==> config.mk <==
export PLATFORM = sky130hd
export DESIGN_NAME = point_plotter
export DESIGN_NICKNAME = d
export VERILOG_FILES = /design/src/rtl/plotter_pkg.sv /design/src/rtl/point_plotter_fb_addr_gen.sv /design/src/rtl/point_plotter.sv
export SDC_FILE = /design/constraint.sdc
export NUM_CORES = 1
export LEC_CHECK = 0
export ABC_AREA = 1
export CAP_MARGIN = 20
export CORE_ASPECT_RATIO = 0.6
export CORE_UTILIZATION = 55
export CTS_CLUSTER_SIZE = 25
export DETAILED_ROUTE_END_ITERATION = 10
export PLACE_DENSITY = 0.84
export SLEW_MARGIN = 20
export SYNTH_ARGS = -nofsm -noshare
export SYNTH_HDL_FRONTEND = slang
export SYNTH_SLANG_ARGS = --single-unit
==> constraint.sdc <==
create_clock -name clk_camera -period 4.4 [get_ports clk_camera]
set_clock_uncertainty 0.1 [all_clocks]
set_input_delay 0.88 -clock clk_camera [delete_from_list [all_inputs] [get_ports clk_camera]]
set_output_delay 0.88 -clock clk_camera [all_outputs]
set_load 0.01 [all_outputs]
==> src/rtl/plotter_pkg.sv <==
// Shared types and constants for the point plotter.
// - plot_state_t      : write-port owner (IDLE = plot pipeline, CLEAR = sweep)
// - FB_DEFAULT_*      : default frame-buffer geometry
// - X_W / Y_W         : projected coordinate widths, matching the projection output
// - sat_inc()         : saturating increment for the 16-bit statistics counters
package plotter_pkg;

  typedef enum logic {
    IDLE  = 1'b0,
    CLEAR = 1'b1
  } plot_state_t;

  localparam int FB_DEFAULT_WIDTH  = 320;
  localparam int FB_DEFAULT_HEIGHT = 180;
  localparam int X_W   = 9;
  localparam int Y_W   = 8;
  localparam int CNT_W = 16;

  function automatic logic [CNT_W-1:0] sat_inc(input logic [CNT_W-1:0] v,
                                               input logic             inc);
    return (inc && (v != '1)) ? v + CNT_W'(1) : v;
  endfunction

endpackage

==> src/rtl/point_plotter_fb_addr_gen.sv <==
// fb_addr_gen: first plot stage. Registers the point valid, the linear
// frame-buffer address y*FB_WIDTH+x and the off-screen flag (1-cycle latency).
// Ports:
//   i_clk, i_rst   clock, synchronous active-high reset
//   i_flush        drop whatever is being loaded this cycle (clear start)
//   i_vld, i_x, i_y  incoming point
//   o_vld, o_off, o_addr  registered point, off-screen flag, linear address
module fb_addr_gen
  import plotter_pkg::*;
#(
  parameter int FB_WIDTH  = FB_DEFAULT_WIDTH,
  parameter int FB_HEIGHT = FB_DEFAULT_HEIGHT,
  parameter int ADDR_W    = 16
) (
  input  logic              i_clk,
  input  logic              i_rst,
  input  logic              i_flush,
  input  logic              i_vld,
  input  logic [X_W-1:0]    i_x,
  input  logic [Y_W-1:0]    i_y,
  output logic              o_vld,
  output logic              o_off,
  output logic [ADDR_W-1:0] o_addr
);

  logic              w_off;
  logic [ADDR_W-1:0] w_addr;

  assign w_off  = (int'(i_x) >= FB_WIDTH) || (int'(i_y) >= FB_HEIGHT);
  // Off-screen points may wrap here; the flag suppresses their write.
  assign w_addr = ADDR_W'(i_y) * ADDR_W'(FB_WIDTH) + ADDR_W'(i_x);

  always_ff @(posedge i_clk) begin
    if (i_rst || i_flush) begin
      o_vld <= 1'b0;
    end else begin
      o_vld <= i_vld;
    end
    o_off  <= w_off;
    o_addr <= w_addr;
  end

endmodule

==> src/rtl/point_plotter.sv <==
// point_plotter: rasterises projected (x, y) points as single lit pixels into
// the frame buffer write port, and owns the full-buffer clear sweep.
// Ports:
//   clk_camera, sys_rst        clock, synchronous active-high reset
//   point_valid/_x/_y          one-cycle point strobe, no backpressure
//   clear_req                  request a full clear (ignored while clearing)
//   fb_addr/fb_we/fb_din       frame buffer write port (registered)
//   busy                       high while the clear sweep owns the port
//   points_plotted/_dropped    saturating statistics
module point_plotter
  import plotter_pkg::*;
#(
  parameter int FB_WIDTH  = FB_DEFAULT_WIDTH,
  parameter int FB_HEIGHT = FB_DEFAULT_HEIGHT,
  parameter int PIX_BITS  = 1,
  parameter int ADDR_W    = 16
) (
  input  logic                clk_camera,
  input  logic                sys_rst,
  input  logic                point_valid,
  input  logic [X_W-1:0]      point_x,
  input  logic [Y_W-1:0]      point_y,
  input  logic                clear_req,
  output logic [ADDR_W-1:0]   fb_addr,
  output logic                fb_we,
  output logic [PIX_BITS-1:0] fb_din,
  output logic                busy,
  output logic [CNT_W-1:0]    points_plotted,
  output logic [CNT_W-1:0]    points_dropped
);

  localparam int FB_PIXELS = FB_WIDTH * FB_HEIGHT;
  // One extra bit so the sweep can count to FB_PIXELS itself.
  localparam int SWP_W = ADDR_W + 1;

  plot_state_t         r_state;
  logic [SWP_W-1:0]    r_sweep;
  logic [ADDR_W-1:0]   r_fb_addr;
  logic                r_fb_we;
  logic [PIX_BITS-1:0] r_fb_din;
  logic                r_busy;
  logic [CNT_W-1:0]    r_points_plotted;
  logic [CNT_W-1:0]    r_points_dropped;

  logic              w_idle;
  logic              w_clr_go;
  logic              w_s1_vld;
  logic              w_s1_off;
  logic [ADDR_W-1:0] w_s1_addr;
  logic              w_plot;
  logic              w_drop;

  assign w_idle   = (r_state == IDLE);
  assign w_clr_go = w_idle && clear_req;

  // Points only enter while idle; a starting clear flushes stage 1.
  fb_addr_gen #(
    .FB_WIDTH (FB_WIDTH),
    .FB_HEIGHT(FB_HEIGHT),
    .ADDR_W   (ADDR_W)
  ) u_addr_gen (
    .i_clk  (clk_camera),
    .i_rst  (sys_rst),
    .i_flush(w_clr_go),
    .i_vld  (point_valid && w_idle),
    .i_x    (point_x),
    .i_y    (point_y),
    .o_vld  (w_s1_vld),
    .o_off  (w_s1_off),
    .o_addr (w_s1_addr)
  );

  // A clear start also discards stage 2, so flushed points are not counted.
  assign w_plot = w_idle && !clear_req && w_s1_vld && !w_s1_off;
  // The two drop sources are mutually exclusive in any one cycle.
  assign w_drop = (w_idle && !clear_req && w_s1_vld && w_s1_off) ||
                  (point_valid && (!w_idle || clear_req));

  always_ff @(posedge clk_camera) begin
    if (sys_rst) begin
      r_state          <= CLEAR;
      r_busy           <= 1'b1;
      r_sweep          <= '0;
      r_fb_we          <= 1'b0;
      r_fb_addr        <= '0;
      r_fb_din         <= '0;
      r_points_plotted <= '0;
      r_points_dropped <= '0;
    end else begin
      r_fb_we          <= 1'b0;
      r_points_plotted <= sat_inc(r_points_plotted, w_plot);
      r_points_dropped <= sat_inc(r_points_dropped, w_drop);
      case (r_state)
        CLEAR: begin
          // Leave one cycle after the last address has been presented.
          if (r_sweep == SWP_W'(FB_PIXELS)) begin
            r_state <= IDLE;
            r_busy  <= 1'b0;
          end else begin
            r_fb_we   <= 1'b1;
            r_fb_addr <= r_sweep[ADDR_W-1:0];
            r_fb_din  <= '0;
            r_sweep   <= r_sweep + SWP_W'(1);
          end
        end
        IDLE: begin
          if (clear_req) begin
            // Address 0 goes out immediately, so the sweep continues from 1.
            r_state   <= CLEAR;
            r_busy    <= 1'b1;
            r_fb_we   <= 1'b1;
            r_fb_addr <= '0;
            r_fb_din  <= '0;
            r_sweep   <= SWP_W'(1);
          end else if (w_plot) begin
            r_fb_we   <= 1'b1;
            r_fb_addr <= w_s1_addr;
            r_fb_din  <= '1;
          end
        end
      endcase
    end
  end

  assign fb_addr        = r_fb_addr;
  assign fb_we          = r_fb_we;
  assign fb_din         = r_fb_din;
  assign busy           = r_busy;
  assign points_plotted = r_points_plotted;
  assign points_dropped = r_points_dropped;

endmodule

==> flow_metrics.env <==
export IMPL_postCtsResizedCells=0
export IMPL_cts_tree="yes"
export IMPL_htreeDepth=3
export IMPL_layout_commonest_cell="nand2_1"
export IMPL_slew_headroom=0.452
export IMPL_p_sw_mw=0.408
export IMPL_die_height_um=73.5
export IMPL_hold_buffers=0
export IMPL_crit_path_start_kind="input pin"
export IMPL_clockBufferDepth=2
export IMPL_layout_min_cycle_time_ns=3.13
export IMPL_syn_cell_area_um2=4680
export IMPL_cts_setup_buffers=0
export IMPL_combPwrFrac=0.089
export IMPL_vdd_drop_max_mv=0.214
export IMPL_status="finished clean"
export IMPL_area_delta_synth_final_pct=22.6
export IMPL_drive_above_1_share=0.0510
export IMPL_vias=4523
export IMPL_p_per_area_nw_per_um2=312
export IMPL_critPathMaxFanout=3
export IMPL_antenna_found_initial=0
export IMPL_cp_top_family="adder cells"
export IMPL_grt_pass1_wl_um=19000
export IMPL_hold_violations=0
export IMPL_leakage_nw=2.33
export IMPL_worstSetupPathType="input pin to register"
export IMPL_pin_count=72
export IMPL_clkLatencyLatePin_ns=0.35
export IMPL_most_common_layout_cells="182 x nand2_1, 96 x nor2_1, 87 x dfxtp_1"
export IMPL_power_frac_seq=0.466
export IMPL_core_rowCount=25
export IMPL_synth_seq_cells=87
export IMPL_clock_fmax_mhz=319
export IMPL_synth_compound_area_frac=0.103
export IMPL_global_route_usage_total=0.273
export IMPL_finalWirelength_um=11400
export IMPL_remaining_drc_errors=0
export IMPL_postRouteAntennaNets=0
export IMPL_ys_seq_area_frac=0.372
export IMPL_cts_made_buffers=9
export IMPL_synthCells=672
export IMPL_grt_overflow=0
export IMPL_grt_max_degree=34
export IMPL_start_util=0.580
export IMPL_synth_simple_area_share=0.338
export IMPL_clock_root_buffer="clkbuf_16"
export IMPL_synth_warning_count=0
export IMPL_dieArea_um2=8900
export IMPL_grt_pass1_vias=4084
export IMPL_hp_class="register to register"
export IMPL_path_cells="clkdlybuf4s50_1 > ha_1 > ha_1 > fa_1 > nand2_1 > nor2_1 > nand2_1 > nand2_1 > nand4_1 > nor2_1 > nand2_1 > nand2_1 > nand2_1"
export IMPL_initialDrtViolationCount=383
export IMPL_crit_slowest_cell="fa_1"
export IMPL_dp_hpwl_um=8190
export IMPL_synth_mux_area_frac=0
export IMPL_fillers=641
export IMPL_synth_fa_ha_area_frac=0.0593
export IMPL_core_um2=8070
export IMPL_cp_required_ns=4.54
export IMPL_first_pass_iters=5
export IMPL_fin_setup_tns_ns=0
export IMPL_path_buf_inv=1
export IMPL_critical_path_arrival_ns=3.27
export IMPL_rsz0062_at_grt="no"
export IMPL_syn_mean_instance_area_um2=6.97
export IMPL_crit_top_cell="nand2_1"
export IMPL_antenna_cells=0
export IMPL_finalPower_mw=1.79
export IMPL_fp_dieW_um=121
export IMPL_portBuffers=71
export IMPL_cap_violations=0
export IMPL_vias_per_cell=5.30
export IMPL_syn_num_nets=714
export IMPL_fin_nets=782
export IMPL_synth_xor_area_frac=0.0542
export IMPL_power_internal_mw=1.38
export IMPL_drt_wirelength_per_cell_um=13.4
export IMPL_setup_violations_final=0
export IMPL_max_stage_delay_ns=0.56
export IMPL_clkTransAtPathRegs_ns=0.06
export IMPL_netSwitchingFraction=0.228
export IMPL_clock_power_share=0.445
export IMPL_period_share=0.712
export IMPL_endpoint_kind="register"
export IMPL_synth_top_family_by_area="simple AND/OR/NAND/NOR gates"
export IMPL_cts_sinks=87
export IMPL_worstMarginPinSlew_ns=0.821
export IMPL_finalMaxSlewViolations=0
export IMPL_gp_congestion=0.904
export IMPL_synth_cell_types=35
-- path summary, 6_finish.rpt --
check | startpoint | end | slack [ns] | cells after the start
min | fb_addr[1] | fb_addr[1] | 0.38 | 2
max reg2reg | r_state | r_sweep[14] | 2.09 | 4
max | point_y[1] | u_addr_gen.o_addr[15] | 1.27 | 13
min reg2reg | fb_addr[1] | fb_addr[1] | 0.38 | 2
-- final cells by class --
cell class	instances	area [um2]	area share
Timing Repair Buffer	72	718	0.125
Inverter	64	240	0.0418
Sequential cell	87	1740	0.303
Clock buffer	12	236	0.0412
Clock inverter	4	70.1	0.0122
Multi-Input combinational cell	506	2600	0.453
Tap cell	108	135	0.0235
-- registers in the layout, summed over array words and instances (netlist names), 16 cells and up --
| name | cells |
|---|---|
| points_dropped | 16 |
| u_addr_gen.o_addr | 16 |
| fb_addr | 16 |
| points_plotted | 16 |
| r_sweep | 17 |
-- power by group through the flow --
stage	Clock (mW)	Sequential [mW]	Combinational, mW
floorplan	0	0.849	0.101
global placement	0	0.850	0.151
detailed placement	0	0.852	0.159
CTS	0.802	0.835	0.160
global route	0.834	0.837	0.179
finish	0.798	0.835	0.160
-- cells in the mapped netlist --
library cell  number  area share
nand2_1          182        0.15
nor2_1            96       0.077
dfxtp_1           87        0.37
inv_1             60       0.048
o21ai_0           46       0.049
nand3_1           39       0.042
a21oi_1           34       0.036
xor2_1            21       0.039
ha_1              19       0.051
nand4_1           14       0.019
nor3_1            14       0.015
xnor2_1            8       0.015
clkbuf_1           6      0.0048
nand3_2            5       0.011
buf_4              4      0.0064
buf_6              4      0.0096
inv_2              4      0.0032
o21ai_1            3      0.0032
o22ai_1            3      0.0040
or2_2              3      0.0040
a31oi_1            2      0.0027
fa_1               2      0.0085
nand2_2            2      0.0027
nand2_4            2      0.0048
o21bai_1           2      0.0032
a21oi_2            1      0.0019
buf_2              1      0.0011
nor2_2             1      0.0013
nor2_4             1      0.0024
nor2_8             1      0.0043
nor3_2             1      0.0021
nor3_4             1      0.0035
nor3b_1            1      0.0016
nor3b_2            1      0.0027
o22ai_2            1      0.0027
-- tightest hold or removal path: stages, from the launching register on --
cell     delay [ns]
dfxtp_1        0.32
nor2_1         0.05
nor2_1         0.08
-- cells by family after synthesis --
| kind of cell | count (synthesis) |
|---|---|
| AO/OA/AOI/OAI | 92 |
| adder cells (fa/ha/maj) | 21 |
| flip-flops | 87 |
| XOR/XNOR | 29 |
| buffers and inverters | 79 |
| AND/OR/NAND/NOR | 364 |
-- through the flow --
stage          cell area (um2)  hold WS (ns)  worst slack [ns]   util  cells
6_report                  5740         0.382              1.27  0.711    853
5_1_grt                   5740         0.400              1.10  0.711    853
4_1_cts                   5740         0.379              1.27  0.711    853
3_5_place_dp              5430         0.359             0.910  0.673    837
3_3_place_gp              5430         0.355              1.07  0.673    837
2_1_floorplan             4680         0.372              1.63      -    672
-- per-layer routing --
layer,wire length [um],global-route usage
met1,5610,0.375
met5,0,0
met2,4870,0.425
met3,818,0.0644
met4,138,0.0823
No activity file was read; power rests on OpenSTA's default activity.
==> patch, RTL diff (same settings) <==
`X_W`: 9 -> 18.
--- a/src/rtl/plotter_pkg.sv
+++ b/src/rtl/plotter_pkg.sv
@@ -12,7 +12,7 @@
 
   localparam int FB_DEFAULT_WIDTH  = 320;
   localparam int FB_DEFAULT_HEIGHT = 180;
-  localparam int X_W   = 9;
+  localparam int X_W   = 18;
   localparam int Y_W   = 8;
   localparam int CNT_W = 16;
 
Interface: changed (resized point_x); port bits go from 72 to 81. No check against the original RTL was run, so the function may have changed too.
==> patch against the unedited design <==
  * Combinational power increased by 64%
  * Sequential cell count is the same
  * Wire length up 14%
  * Final area is 9.1% higher
  * Power is 8.8% higher
  * Critical path depth up 3
  * Area after synthesis increased by 9.3%
  * Worst setup slack got worse by 0.32 ns
==> patch: results <==
[placement]
place_inst = 906
dpl_worst_slack_ns = 0.617
port_buffers = 80
gp_congestion = 0.896

[routing]
wl_met2_um = 5300
drt-total-wl_um = 13000

[synthesis]
synth.avg_cell_area_sq_um = 6.95
synth_commonest_cells = "nand2_1 (201), nor2_1 (91), dfxtp_1 (87)"
synthAdderAreaFrac_pct = 6.89
synth_xor_area_share_pct = 4.45

[min_path]
worstHoldStart = "fb_din$_SDFFE_PP0P_"

[pwr]
p_leak_nw = 2.54
pg_clk_mw = 0.833
switching_share_pct = 25.0
clkPwrFrac_pct = 42.7

[grt]
first_global_vias = 4585
grt_pass1_wl_um = 21700
use_met2_pct = 41.9
grt_use_met1_pct = 38.9
grt.total_usage_pct = 28.0

[worst_setup_path]
slowest_delay_ns = 0.47
critPathMaxFanout = 5
worst_ep_arrival_time_ns = 3.59
reg2reg_from = "r_sweep[1]$_SDFFE_PP0P_"
crit_slowest_cell = "clkdlybuf4s50_1"

[layout]
n_fill_cell = 719
drive_gt1_share_pct = 7.03
fin_cells = 923
area_growth_pct = 22.4
fin_nets = 863

[outcome]
status = "finished clean"

[timing]
setup_ws_ns = 0.947
-- patch: critical path, delay by kind of cell --
family,cells,cell delay (ns)
adder cells (fa/ha/maj),3,1.05
AO/OA/AOI/OAI,1,0.19
XOR/XNOR,1,0.16
AND/OR/NAND/NOR,8,0.73
buffers and inverters,3,0.58
-- patch: worst paths after layout --
path                                                      end  slack [ns]
worst min-delay path                      fb_din$_SDFFE_PP0P_        0.39
worst min register to register            fb_din$_SDFFE_PP0P_        0.39
worst max register to register        r_sweep[7]$_SDFFE_PP0P_        2.20
worst max-delay path            u_addr_gen.o_addr[15]$_DFF_P_        0.95
-- patch: area by class of cell --
| type | count | share of cell area (%) |
|---|---|---|
| Tap cell | 112 | 2.24 |
| Sequential cell | 87 | 27.8 |
| Clock inverter | 6 | 1.48 |
| Multi-Input combinational cell | 565 | 47.8 |
| Clock buffer | 10 | 3.81 |
| Timing Repair Buffer | 84 | 13.4 |
| Inverter | 59 | 3.54 |
